[config.mk]
export PLATFORM = sky130hd
export DESIGN_NAME = button_event
export DESIGN_NICKNAME = d
export VERILOG_FILES = /design/src/rtl/button_pkg.sv /design/src/rtl/button_event_hold_timer.sv /design/src/rtl/button_event.sv
export SDC_FILE = /design/constraint.sdc
export NUM_CORES = 1
export LEC_CHECK = 0
export CAP_MARGIN = 20
export CORE_ASPECT_RATIO = 0.5
export CORE_MARGIN = 1
export CORE_UTILIZATION = 30
export DETAILED_ROUTE_END_ITERATION = 7
export DONT_BUFFER_PORTS = 1
export GPL_TIMING_DRIVEN = 0
export SYNTH_ARGS = -nofsm -noshare
export SYNTH_HDL_FRONTEND = slang
export SYNTH_SLANG_ARGS = --single-unit
[constraint.sdc]
create_clock -name clk -period 2.66 [get_ports clk]
set_input_delay 0.266 -clock clk [delete_from_list [all_inputs] [get_ports clk]]
set_output_delay 0.266 -clock clk [all_outputs]
set_load 0.02 [all_outputs]
[src/rtl/button_pkg.sv]
// Shared constants and state encoding for consumers of the debounced button level.
package button_pkg;

   localparam int CLK_HZ            = 100_000_000;
   localparam int DEF_LONG_CYCLES   = CLK_HZ;
   localparam int DEF_REPEAT_CYCLES = CLK_HZ / 5;

   localparam logic [1:0] ST_LOCKOUT = 2'd0;
   localparam logic [1:0] ST_IDLE    = 2'd1;
   localparam logic [1:0] ST_PRESS   = 2'd2;
   localparam logic [1:0] ST_LONG    = 2'd3;

   typedef enum logic [1:0] {
      LOCKOUT = ST_LOCKOUT,
      IDLE    = ST_IDLE,
      PRESS   = ST_PRESS,
      LONG    = ST_LONG
   } state_t;

   function automatic int max_int(input int a, input int b);
      return (a > b) ? a : b;
   endfunction

endpackage

[src/rtl/button_event_hold_timer.sv]
// Clearable saturating up-counter with a terminal-count compare, shared by the
// long-press and auto-repeat thresholds.
module hold_timer #(
   parameter int WIDTH = 8
) (
   input  logic             clk,
   input  logic             rst_n,
   input  logic             clear,
   input  logic [WIDTH-1:0] tc,
   output logic             at_tc
);

   logic [WIDTH-1:0] count;

   // Saturation matters only when repeats are disabled and LONG is held forever.
   always_ff @(posedge clk or negedge rst_n) begin
      if (!rst_n) begin
         count <= '0;
      end else if (clear) begin
         count <= '0;
      end else if (count != '1) begin
         count <= count + WIDTH'(1);
      end
   end

   assign at_tc = (count == tc);

endmodule

[src/rtl/button_event.sv]
// Turns a debounced button level into press/click/long/repeat/release pulses
// plus a held level. release and repeat are SV keywords, hence the _pulse names.
module button_event
   import button_pkg::*;
#(
   parameter bit ACTIVE_HIGH   = 1'b1,
   parameter int LONG_CYCLES   = DEF_LONG_CYCLES,
   parameter int REPEAT_CYCLES = DEF_REPEAT_CYCLES,
   parameter bit REPEAT_EN     = 1'b1
) (
   input  logic clk,
   input  logic rst_n,
   input  logic but_in,
   output logic press,
   output logic release_pulse,
   output logic click,
   output logic long_press,
   output logic repeat_pulse,
   output logic held
);

   localparam int CNT_W = $clog2(max_int(LONG_CYCLES, REPEAT_CYCLES) + 1);
   // The counter starts at 0 on the pulse cycle, so a threshold of N fires at N-1.
   localparam logic [CNT_W-1:0] LONG_TC   = CNT_W'(LONG_CYCLES - 1);
   localparam logic [CNT_W-1:0] REPEAT_TC = CNT_W'(REPEAT_CYCLES - 1);
   localparam logic             INVERT    = ~ACTIVE_HIGH;

   state_t           state_q, state_d;
   logic             level_q;
   logic             press_d, release_d, click_d, long_d, repeat_d, held_d;
   logic             cnt_clear, at_tc;
   logic [CNT_W-1:0] cnt_tc;

   // level_q resets to "pressed" so a button held through reset stays locked out.
   always_ff @(posedge clk or negedge rst_n) begin
      if (!rst_n) begin
         level_q       <= 1'b1;
         state_q       <= LOCKOUT;
         press         <= 1'b0;
         release_pulse <= 1'b0;
         click         <= 1'b0;
         long_press    <= 1'b0;
         repeat_pulse  <= 1'b0;
         held          <= 1'b0;
      end else begin
         level_q       <= but_in ^ INVERT;
         state_q       <= state_d;
         press         <= press_d;
         release_pulse <= release_d;
         click         <= click_d;
         long_press    <= long_d;
         repeat_pulse  <= repeat_d;
         held          <= held_d;
      end
   end

   always_comb begin
      state_d   = state_q;
      press_d   = 1'b0;
      release_d = 1'b0;
      click_d   = 1'b0;
      long_d    = 1'b0;
      repeat_d  = 1'b0;
      held_d    = held;
      cnt_clear = 1'b1;
      cnt_tc    = LONG_TC;
      unique case (state_q)
         LOCKOUT: begin
            if (!level_q) state_d = IDLE;
         end
         IDLE: begin
            if (level_q) begin
               state_d = PRESS;
               press_d = 1'b1;
               held_d  = 1'b1;
            end
         end
         PRESS: begin
            cnt_clear = 1'b0;
            // Release is tested first so it wins a collision with the threshold.
            if (!level_q) begin
               state_d   = IDLE;
               release_d = 1'b1;
               click_d   = 1'b1;
               held_d    = 1'b0;
               cnt_clear = 1'b1;
            end else if (at_tc) begin
               state_d   = LONG;
               long_d    = 1'b1;
               cnt_clear = 1'b1;
            end
         end
         LONG: begin
            cnt_clear = 1'b0;
            cnt_tc    = REPEAT_TC;
            if (!level_q) begin
               state_d   = IDLE;
               release_d = 1'b1;
               held_d    = 1'b0;
               cnt_clear = 1'b1;
            end else if (REPEAT_EN && at_tc) begin
               repeat_d  = 1'b1;
               cnt_clear = 1'b1;
            end
         end
         default: begin
            state_d = LOCKOUT;
         end
      endcase
   end

   hold_timer #(
      .WIDTH (CNT_W)
   ) u_hold_timer (
      .clk   (clk),
      .rst_n (rst_n),
      .clear (cnt_clear),
      .tc    (cnt_tc),
      .at_tc (at_tc)
   );

endmodule
=== Word-level counts from Yosys, hierarchy flattened ===
Index checks and enable logic that the tools add are counted.

* Bits in registers: 36
* Input port bits: 3
* Logic and storage cells: 48
* Output and inout port bits: 6

* Add/subtract/negate cells: 1
* Reduce and logical (&&, ||, !) cells: 7
* Muxes and demuxes: 22
* Equality and inequality tests: 9

{| class="wikitable"
|+ Operators with widths
! kind !! count
|-
| two-way mux 27 bit || 3
|-
| adder 27 x 1 -> 27 bit, second input constant || 1
|-
| equality test 27 bit || 1
|-
| != test 27 bit, second input constant || 1
|-
| two-way mux 1 bit || 13
|-
| two-way mux 2 bit || 4
|-
| != test 2 bit, second input constant || 3
|-
| one-hot mux 2 bit (3 select lines) || 1
|-
| AND reduction 3 bit || 2
|-
| equality test 2 bit, second input constant || 2
|-
| nonzero test 2 bit || 2
|-
| OR reduction 2 bit || 2
|-
| != test 3 bit, second input constant || 1
|-
| equality test 2 x 1 -> 1 bit, second input constant || 1
|-
| logical NOT 2 bit || 1
|-
| one-hot mux 1 bit (2 select lines) || 1
|}

=== Logic depth before layout (Yosys ltp) ===
Gate-level depths: netlist (run 1).

* Depth in word-level cells: 7
* Depth in mapped cells: 8
* Mapped depth without buffers: 6

=== Cells and area by module ===
A second synthesis (run 1) with hierarchy kept.

* Cells, all modules: 251
* Area, all modules: 2362.3 um2

{| class="wikitable"
|+ Modules (own cells, without submodules)
! module !! cells an instance !! seq. area each (um2) !! area an instance (um2) !! instances
|-
| hold_timer || 211 || 675.6 || 1905.6 || 1
|-
| button_event || 40 || 226.5 || 456.7 || 1
|}

=== Worst setup path after synthesis (run 1) ===
OpenSTA, ideal clock, no wires.

* Path kind: flip-flop to flip-flop
* From: register state_q[0]
* To: register u_hold_timer.count[13]
* Setup slack: 387 ps
* Period minus slack after synthesis: 2273 ps
* Cell stages (with the launch flop): 9
* Buffers on the path: 2
* Data arrival time: 2143 ps
* Cell sequence: dfrtp_1 > ha_1 > nand4b_1 > or4b_1 > a2111oi_2 > or3b_1 > buf_4 > buf_6 > a21oi_1

* Word-level cells in the longest chain between the ends: 7
* Elaborated cells on any way between the ends: 10
* Those cells by class: eq/ne: 3; mux: 5; reduce/logical: 2

{| class="wikitable"
|+ Ends and longest elaborated chain
! element !! line !! RTL
|-
| from (decl) || button_event.sv:28 || <nowiki>state_t state_q, state_d;</nowiki>
|-
| from (signal assigned) || button_event.sv:47 || <nowiki>state_q <= state_d;</nowiki>
|-
| equality test 2 bit || button_event.sv:67 || <nowiki>unique case (state_q)</nowiki>
|-
| two-way mux 27 bit || button_event.sv:67 ||
|-
| equality test 27 bit || button_event_hold_timer.sv:26 || <nowiki>assign at_tc = (count == tc);</nowiki>
|-
| two-way mux 1 bit || button_event.sv:87, button_event.sv:101 ||
|-
| two-way mux 1 bit || button_event.sv:96 || <nowiki>if (!level_q) begin</nowiki>
|-
| two-way mux 1 bit (*) || -- ||
|-
| two-way mux 27 bit or nonzero test 2 bit (tied branches) || -- ||
|-
| to (signal assigned) || button_event_hold_timer.sv:22 || <nowiki>count <= count + WIDTH'(1);</nowiki>
|-
| to (decl) || button_event_hold_timer.sv:13 || <nowiki>logic [WIDTH-1:0] count;</nowiki>
|}

Every way passes the cells marked *; elsewhere a longest branch is shown, timed or not.
A chain may end at the register's enable or synchronous reset.

=== Final worst setup path (run 1) ===
* From: register state_q[0]
* To: register u_hold_timer.count[26]

Same word-level chain as after synthesis.

==> results.md, run 1 <==
* Status: finished, final reports clean
* Critical Path Source: state_q[0]
* Height of the chip at 60.7 µm
* Peak supply drop at 0.235 mV
* Wirelength per Cell at 16.1 µm
* Via density at 5.64
* Post-CTS setup buffer count at 0
* Setup TNS at 0 ns
* DRC Markers at 0
* GP Congestion at 0.856
* CORE AREA at 6360 µm²
* Port Buf Inserts at 0
* Worst slew pin tran at 0.811 ns
* Filler-free cell count of the finished design at 312
* Clock sink count at 36
* CTS root buffer: clkbuf_16
* Htree depth at 2
* Yosys warns at 0
* CTS tree: done
* Max_cap viols at 0
* Die Area at 7240 µm²
* Seq. cell area at 902 µm²
* Number of diodes at 0
* P_leak at 0.913 nW
* Min Clock Period, post-route at 2.50 ns
* RSZ-0062 raised after global routing: no
* Fin util at 37.7%
* Routed WL at 5.04 mm
* Initial antenna violation count at 0
* Final setup violation count at 0
* Final hold violation count at 0
* Pin count of the biggest net entering global routing at 37
* Die width at 119 µm
* P&R area growth vs syn at 16.1%
* Overall global routing resource usage at 15.3%
* Synth async-reset ratio at 100%
* Slew Viols, Final at 0
* Design Power at 1.67 mW
* 1st-iter DRT viols at 173
* Post-synthesis register bit count at 36
* Multi-input combinational cell area at 1090 µm²
* Post-synth net total at 221
* Fill cells at 637
* CP required at 2.83 ns
* Core Rows at 20
* Share of post-route cells with drive strength above 1 at 10.3%
* Syn Inst Count at 213
* CP Capture Type: flip-flop
* Sequential element share of the synthesized area at 43.7%
* Setup crit start kind: flip-flop
* Inst Count DP at 301
* Initial Util at 32.5%
* Setup clock skew after layout at 0.00277 ns
* IO Pins at 9
* Syn Std Cell Area at 2070 µm²
* TritonCTS buffer count at 5
* Post-synth EDFFs at 0
* DR pass1 iterations at 4
* Arrival time worst endpoint at 2.67 ns
* R2r startpoint: state_q[0]
* PwrDens at 697 nW/µm²
* Antenna-violating nets left at 0
* Critical Path Fanout Max at 10
* Clock-pin slew on the worst setup and hold paths at 0.06 ns
* Avg Cell Area, Syn at 9.70 µm²
* Final #Nets at 231
* Post-DP HPWL at 3.35 mm
* CTS max path bufs at 2
* Hold WC Path Type: in -> async
* Total number of vias at 1760
* Worst skew pair latency at 0.28 ns
* Crit Path Category: reg -> reg
* Highest Clock Rate at 0.400 GHz
* Slew headroom at 45.5%
* First-pass GRT wire length at 8.39 mm
* Synth unique cells at 45
* Vias in the first global route at 1752
* Top FF cell, synth: dfrtp_1
* Grt ovf at 0
* Fin crit share at 94.0%
==> layout by cell type, fill, tap and decap left out, drive strengths merged, types with 2 or more instances in the layout <==
| cell type | synthesis | layout |
|---|---|---|
| a2111oi | 2 | 2 |
| a211oi | 3 | 3 |
| a21oi | 18 | 18 |
| a311oi | 2 | 2 |
| a31oi | 2 | 2 |
| and2 | 4 | 4 |
| and3 | 9 | 9 |
| and4 | 3 | 3 |
| buf | 6 | 7 |
| clkbuf | 3 | 9 |
| dfrtp | 35 | 35 |
| dlygate4sd3 | 0 | 2 |
| ha | 5 | 5 |
| inv | 7 | 7 |
| nand2 | 13 | 13 |
| nand3 | 15 | 15 |
| nand4 | 6 | 6 |
| nand4b | 2 | 2 |
| nor2 | 17 | 17 |
| nor2b | 2 | 2 |
| nor3 | 2 | 2 |
| nor4 | 2 | 2 |
| nor4b | 2 | 2 |
| o21ai | 9 | 9 |
| o31ai | 6 | 6 |
| or3 | 8 | 8 |
| or4 | 9 | 9 |
| xnor2 | 8 | 8 |
| xor2 | 2 | 2 |
==> critical path: stages, from the launching register on <==
cell	delay [ns]
dfrtp_1	0.42
ha_1	0.28
nand4b_1	0.20
or4b_4	0.53
a2111oi_4	0.40
or3b_1	0.16
buf_4	0.18
buf_6	0.17
nor2_1	0.06
==> flip-flops by register name, summed over array words and instances, names as in the netlist <==
signal / count
click: 1
held: 1
level_q: 1
long_press: 1
press: 1
release_pulse: 1
repeat_pulse: 1
state_q: 2
u_hold_timer.count: 27
==> cell usage after synthesis (2+ instances only) <==
cell	instances	area [µm²]
nor2b_1	2	12.5
nand2_1	13	48.8
a211oi_1	3	22.5
and2_1	4	25.0
nand3_1	15	75.1
clkbuf_1	3	11.3
dfrtp_1	35	876
a31oi_1	2	12.5
xor2_1	2	17.5
o21ai_0	2	10.0
a2111oi_2	2	30.0
or4_1	9	67.6
inv_1	7	26.3
nor4b_1	2	17.5
o31ai_1	6	45.0
a21oi_1	18	90.1
o21ai_1	7	35.0
nor3_1	2	10.0
or3_1	7	43.8
ha_1	5	62.6
nand4_1	5	31.3
buf_6	4	45.0
nor2_1	17	63.8
and4_1	3	26.3
xnor2_1	8	70.1
and3_1	9	56.3
nand4b_1	2	17.5
a311oi_1	2	17.5
==> cell type report <==
class / count / area share (%)
multi-input combinational: 161 / 45.3
sequential: 36 / 37.6
clock buffer: 6 / 5.37
buffer: 9 / 2.87
tap: 88 / 4.59
timing repair buffer: 3 / 1.67
clock inverter: 2 / 1.46
inverter: 7 / 1.10
==> power by group <==
group | total (mW) | switching (mW) | internal, mW
logic | 0.351 | 0.207 | 0.144
clock network | 0.670 | 0.229 | 0.441
registers | 0.651 | 0.0591 | 0.592
==> worst paths after layout <==
| kind | cells past startpoint | to | slack, ns |
|---|---|---|---|
| worst min register to register | 2 | u_hold_timer.count[1] | 0.55 |
| worst min-delay path | 2 | u_hold_timer.count[15] | 0.43 |
| worst max-delay path | 8 | u_hold_timer.count[26] | 0.16 |
| worst max register to register | 8 | u_hold_timer.count[26] | 0.16 |
| min in group clk | 1 | level_q | 0.54 |
| max in group asynchronous | 2 | level_q | 1.98 |
==> through the flow <==
stage	area [µm²]	worst slack [ns]	hold slack, ns
floorplan	2070	0.387	-0.0296
global placement	2180	0.128	-0.0274
detailed placement	2180	0.0988	-0.0276
CTS	2380	0.100	0.440
global route	2400	0.00686	0.461
finish	2400	0.159	0.426
==> what timing repair did <==
item / 4_1_cts / 5_1_grt
hold buffers: 3 / 0
resized for setup: 0 / 3
endpoints found under the hold margin: 37 / 0
setup endpoints to repair: 0 / 20
==> metal layers <==
layer / routed length (µm) / GRT usage, % / up-vias
met5: 0 / 0 / -
li1: - / - / 815
met4: 77 / 7.32 / 0
met2: 2370 / 26.2 / 53
met3: 257 / 3.95 / 8
met1: 2330 / 18.7 / 884
==> cell families after synthesis <==
| family | after synthesis | share of synthesized area [%] |
|---|---|---|
| DFF | 36 | 43.7 |
| xor gates and xnor gates | 10 | 4.24 |
| AOI/OAI and AO/OA | 49 | 16.6 |
| and+or+nand+nor | 96 | 27.4 |
| buffers and inverters | 16 | 4.60 |
| muxes | 1 | 0.485 |
| adders and majority gates | 5 | 3.03 |
Note: power is estimated with default switching activity, not from simulation.
==> run 2, diff against run 1 <==
--- a/config.mk
+++ b/config.mk
@@ -8,10 +8,12 @@
 export CAP_MARGIN = 20
 export CORE_ASPECT_RATIO = 0.5
 export CORE_MARGIN = 1
-export CORE_UTILIZATION = 30
+export CORE_UTILIZATION = 52
 export DETAILED_ROUTE_END_ITERATION = 7
 export DONT_BUFFER_PORTS = 1
 export GPL_TIMING_DRIVEN = 0
+export PLACE_DENSITY = 0.67
+export SKIP_LAST_GASP = 1
 export SYNTH_ARGS = -nofsm -noshare
 export SYNTH_HDL_FRONTEND = slang
 export SYNTH_SLANG_ARGS = --single-unit
==> results.md, run 2 (synthesis results as in run 1) <==
* Status: finished, final reports clean
* Crit Path Category: reg -> reg
* Design area at 2260 µm² (-5.7%)
* Worst Path Buf+Inv at 2 (unchanged)
* CP Capture Type: flip-flop
* Initial antenna violation count at 0 (unchanged)
* R2R depth at 8 (unchanged)
* Die Area at 4240 µm² (-41%)
* Wirelength per Cell at 17.0 µm (+5.1%)
* CTS max path bufs at 2 (unchanged)
* Final setup violation count at 0 (unchanged)
* Post-CTS setup buffer count at 0 (unchanged)
* Reg with most FFs: u_hold_timer.count
* Final hold violation count at 0 (unchanged)
* Routed WL at 4.67 mm (-7.3%)
* Largest register FFs at 27 (unchanged)
* DR pass1 iterations at 4 (unchanged)
* Max_cap viols at 0 (unchanged)
* Post-DP HPWL at 3.33 mm (-0.59%)
* Most frequent cells in the layout: dfrtp_1, a21oi_1, nor2_1, nand3_1, nand2_1
* CTS root buffer: clkbuf_8
* Setup TNS at 0 ns (unchanged)
* Core Rows at 15 (-25%)
* R2r startpoint: state_q[0]
* GP Congestion at 0.890 (+3.9%)
* P_leak at 0.884 nW (-3.2%)
* IO Pins at 9 (unchanged)
* TritonCTS buffer count at 5 (unchanged)
* Port Buf Inserts at 0 (unchanged)
* Via density at 6.17 (+9.3%)
* RSZ-0062 raised after global routing: no
* Die width at 91.1 µm (-24%)
* Critical Path Source: state_q[0]
* First-pass GRT wire length at 7.61 mm (-9.3%)
* Setup crit start kind: flip-flop
* Min Clock Period, post-route at 2.50 ns (+0.00309 ns)
* Antenna-violating nets left at 0 (unchanged)
* Worst slew pin tran at 0.725 ns (-0.0857 ns)
* Pin count of the biggest net entering global routing at 37 (unchanged)
* Crit path cell chain: ha_1, nand4b_1, or4b_1, a2111oi_2, or3b_1, buf_4, buf_6, a21oi_1
* Share of post-route cells with drive strength above 1 at 9.82% (-0.45 points)
* Final #Nets at 231 (unchanged)
* Worst reg2reg path endpoint: u_hold_timer.count[13]
* Vias in the first global route at 1478 (-16%)
* Number of diodes at 0 (unchanged)
* Arrival time worst endpoint at 2.67 ns (about the same)
* Htree depth at 2 (unchanged)
* Slew Viols, Final at 0 (unchanged)
* Clock sink count at 36 (unchanged)
* Peak supply drop at 0.318 mV (+35%)
* P&R area growth vs syn at 9.51%
* CP required at 2.83 ns (about the same)
* Hold WC Path Type: in -> async
* 1st-iter DRT viols at 122 (-29%)
* CORE AREA at 3600 µm² (-43%)
* Setup clock skew after layout at 0.00479 ns (+0.00203 ns)
* Area post-placement at 2130 µm² (-2.1%)
* Grt ovf at 0 (unchanged)
* Height of the chip at 46.6 µm (-23%)
* Register-to-register setup slack at 0.16 ns (about the same)
* CTS tree: done
* Regs by FF count: u_hold_timer.count (27), state_q (2)
* Delay-heaviest family, CP: simple AND/OR/NAND/NOR gates
* Most common cell after layout, fill and taps aside: dfrtp_1
* Initial Util at 57.3% (+25 points)
* CP max stage cell: or4b_1
* Overall global routing resource usage at 24.5% (+9.2 points)
* Worst skew pair latency at 0.29 ns (about the same)
* Clock-pin slew on the worst setup and hold paths at 0.07 ns (about the same)
* Critical Path Fanout Max at 10 (unchanged)
* Fin crit share at 94.2% (+0.12 points)
* Highest Clock Rate at 0.399 GHz (-0.12%)
* PwrDens at 615 nW/µm² (-12%)
* Slew headroom at 51.2% (+5.8 points)
* CP max stage delay at 0.54 ns (about the same)
* DRC Markers at 0 (unchanged)
* Total number of vias at 1696 (-3.6%)
==> run 2: cell types whose count changed in the layout (fill, tap and decap cells not counted), sizes merged <==
cell	change
bufinv	-1
clkinv	+1
==> run 2: per-stage QoR <==
step	worst slack [ns]	instances	power (mW)	utilization [%]	hold slack (ns)
after floorplan	0.387	213	0.906	-	-0.0296
after global placement	0.143	264	0.975	59.1	-0.0289
after detailed placement	0.148	264	0.987	59.1	-0.0289
after CTS	0.130	275	1.41	62.8	0.426
after global routing	0.000455	275	1.47	62.8	0.444
final	0.156	275	1.39	62.8	0.416
==> run 2: layout make-up <==
| class | count | area [µm²] |
|---|---|---|
| inverter | 7 | 26.3 |
| tap | 51 | 63.8 |
| clock buffer | 6 | 82.6 |
| buffer | 9 | 68.8 |
| fill | 316 | 1340 |
| timing repair buffer | 3 | 40.0 |
| multi-input combinational | 161 | 1070 |
| clock inverter | 2 | 10.0 |
| sequential | 36 | 902 |
==> run 2: worst max-delay path by stage <==
stage	to	slack, ns	cells past startpoint
floorplan	u_hold_timer.count[13]	0.39	8
global placement	u_hold_timer.count[13]	0.14	8
detailed placement	u_hold_timer.count[13]	0.15	8
CTS	u_hold_timer.count[13]	0.13	8
global route	u_hold_timer.count[13]	0.0005	8
finish	u_hold_timer.count[13]	0.16	8
==> run 2: repair_timing <==
item / CTS / global route
setup endpoints to repair: 0 / 0
hold buffers: 3 / 0
resized for setup: 0 / 0
hold endpoints to repair: 37 / 0
==> run 2: where the power goes <==
group	switching (mW)	internal (mW)	total, mW
clock network	0.193	0.207	0.400
registers	0.0566	0.591	0.648
logic	0.201	0.143	0.344
total	0.451	0.941	1.39
==> run 2: metal layers <==
layer | part of all wire, % | wire, µm | track usage [%] | vias to the layer above
li1 | - | - | - | 832
met1 | 51 | 2380 | 35.7 | 823
met2 | 43 | 2010 | 37.3 | 36
met3 | 5.3 | 246 | 5.61 | 5
met4 | 0.64 | 30 | 5.71 | 0
met5 | 0 | 0 | 0 | -
==> run 2: worst reg2reg max path, stage by stage, from the launching register on <==
cell	delay (ns)
dfrtp_1	0.42
ha_1	0.27
nand4b_1	0.18
or4b_1	0.54
a2111oi_2	0.42
or3b_1	0.16
buf_4	0.17
buf_6	0.17
a21oi_1	0.05
==> run 3, diff against run 2 <==
--- a/config.mk
+++ b/config.mk
@@ -5,14 +5,13 @@
 export SDC_FILE = /design/constraint.sdc
 export NUM_CORES = 1
 export LEC_CHECK = 0
+export BUFFER_PORTS_ARGS = -buffer_cell sky130_fd_sc_hd__buf_4
 export CAP_MARGIN = 20
 export CORE_ASPECT_RATIO = 0.5
-export CORE_MARGIN = 1
 export CORE_UTILIZATION = 52
 export DETAILED_ROUTE_END_ITERATION = 7
-export DONT_BUFFER_PORTS = 1
 export GPL_TIMING_DRIVEN = 0
-export PLACE_DENSITY = 0.67
+export PLACE_DENSITY = 0.69
 export SKIP_LAST_GASP = 1
 export SYNTH_ARGS = -nofsm -noshare
 export SYNTH_HDL_FRONTEND = slang
==> results.md, run 3 (synthesis results as in run 1) <==
* Vias in the first global route at 1529 (+3.5%)
* Status: finished, final reports clean
* TritonCTS buffer count at 5 (unchanged)
* Routed WL at 4.73 mm (+1.4%)
* Regs by FF count: u_hold_timer.count (27), state_q (2)
* Htree depth at 2 (unchanged)
* Largest register FFs at 27 (unchanged)
* RSZ-0062 raised after global routing: yes
* Filler-free cell count of the finished design at 281 (+2.2%)
* Overall global routing resource usage at 24.4% (-0.085 points)
* Initial antenna violation count at 0 (unchanged)
* Worst reg2reg path endpoint: u_hold_timer.count[17]
* Worst skew pair latency at 0.29 ns (about the same)
* Port Buf Inserts at 8 (+8)
* Most common cell after layout, fill and taps aside: dfrtp_1
* Hold Startpoint: but_in
* CORE AREA at 3600 µm² (unchanged)
* Most frequent cells in the layout: dfrtp_1, a21oi_1, nor2_1, nand3_1, nand2_1
* Arrival time worst endpoint at 2.71 ns (+0.04 ns)
* Number of diodes at 0 (unchanged)
* Initial Util at 57.3% (unchanged)
* PwrDens at 647 nW/µm² (+5.1%)
* P&R area growth vs syn at 11.7%
* 1st-iter DRT viols at 132 (+8.2%)
* CP required at 2.82 ns (about the same)
* Crit Path Category: reg -> reg
* Final #Nets at 237 (+2.6%)
* Pin count of the biggest net entering global routing at 37 (unchanged)
* Highest Clock Rate at 0.393 GHz (-1.6%)
* Inst Count DP at 272 (+3.0%)
* Die Area at 4240 µm² (unchanged)
* Fin crit share at 95.6% (+1.5 points)
* Core Rows at 15 (unchanged)
* Setup clock skew after layout at 0.00677 ns (+0.00198 ns)
* Share of post-route cells with drive strength above 1 at 12.2% (+2.4 points)
* IO Pins at 9 (unchanged)
* Clock sink count at 36 (unchanged)
* Grt ovf at 0 (unchanged)
* R2r startpoint: state_q[0]
* Clock-pin slew on the worst setup and hold paths at 0.08 ns (about the same)
* Register-to-register setup slack at 0.12 ns (-0.04 ns)
* Setup crit start kind: flip-flop
* Die width at 91.1 µm (unchanged)
* Critical Path Fanout Max at 10 (unchanged)
* Antenna-violating nets left at 0 (unchanged)
* Reg with most FFs: u_hold_timer.count
* CTS tree: done
* Min Clock Period, post-route at 2.54 ns (+0.0397 ns)
* Post-DP HPWL at 3.29 mm (-1.2%)
* Height of the chip at 46.6 µm (unchanged)
* Via density at 6.10 (-1.0%)
* Worst Hold Endpoint: level_q
* R2R depth at 8 (unchanged)
* Total number of vias at 1715 (+1.1%)
* GP Congestion at 0.862 (-3.1%)
* Hold WC Path Type: in -> reg
* CTS max path bufs at 2 (unchanged)
* Peak supply drop at 0.379 mV (+19%)
* CTS root buffer: clkbuf_8
* Final hold violation count at 0 (unchanged)
* CP Capture Type: flip-flop
* P_leak at 0.915 nW (+3.6%)
* Max_cap viols at 0 (unchanged)
* DRC Markers at 0 (unchanged)
* Final setup violation count at 0 (unchanged)
* WHS Path Cells at 1
* Fin util at 64.0% (+1.3 points)
* Slew Viols, Final at 0 (unchanged)
* First-pass GRT wire length at 7.62 mm (about the same)
* Slew headroom at 49.3% (-1.9 points)
* DR pass1 iterations at 6 (+2)
* Worst slew pin tran at 0.754 ns (+0.0286 ns)
* Wirelength per Cell at 16.8 µm (-0.79%)
==> run 3: worst max-delay path: stages (launching register included) <==
cell and delay [ns]:
dfrtp_1 0.42, ha_1 0.26, nand4b_1 0.18, or4b_1 0.54, a2111oi_2 0.45, or3b_1 0.17, buf_4 0.18, buf_6 0.17
a21oi_1 0.05
==> run 3: worst max-delay path by stage <==
| stage | start | end | slack [ns] | depth (start not counted) |
|---|---|---|---|---|
| 6_report | state_q[0] | u_hold_timer.count[17] | 0.12 | 8 |
| 5_1_grt | state_q[0] | u_hold_timer.count[17] | -0.05 | 8 |
| 4_1_cts | state_q[0] | u_hold_timer.count[17] | 0.12 | 8 |
| 3_5_place_dp | state_q[0] | u_hold_timer.count[13] | 0.15 | 8 |
| 3_3_place_gp | state_q[0] | u_hold_timer.count[13] | 0.15 | 8 |
| 2_1_floorplan | state_q[0] | u_hold_timer.count[13] | 0.39 | 8 |
==> run 3: what timing repair did <==
action,CTS,global route
hold endpoints to repair,35,0
endpoints found under the setup margin,0,21
hold buffers,1,0
buffers inserted,0,0
gates resized for setup,0,0
==> run 3: cell type report <==
type	instances	area, µm²
Fill cell	306	1300
Clock buffer	6	72.6
Multi-Input combinational cell	161	1070
Tap cell	51	63.8
Timing Repair Buffer	9	70.1
Buffer	9	68.8
Clock inverter	2	35.0
Inverter	7	26.3
Sequential cell	36	902
==> run 3: through the flow <==
step / area (µm²) / hold WS, ns / total power [mW] / TNS, ns / setup WS (ns)
CTS: 2310 / 0.0752 / 1.51 / 0 / 0.122
global route: 2310 / 0.0642 / 1.58 / -0.828 / -0.0528
floorplan: 2070 / -0.0296 / 0.906 / 0 / 0.387
finish: 2310 / 0.0834 / 1.49 / 0 / 0.116
global placement: 2190 / 0.248 / 1.01 / 0 / 0.151
detailed placement: 2190 / 0.254 / 1.03 / 0 / 0.145
==> run 3: power breakdown <==
group	leakage, nW	internal (mW)	switching, mW
clock network	0.0552	0.278	0.199
registers	0.486	0.591	0.0311
logic	0.374	0.164	0.229
total	0.915	1.03	0.459
==> run 3: layer usage <==
layer / global-route usage (%) / vias to the layer above / routed length (µm)
met2: 38.6 / 60 / 2140
li1: - / 830 / -
met1: 34.3 / 825 / 2280
met5: 0 / - / 0
met3: 7.43 / 0 / 316
met4: 3.17 / 0 / 0
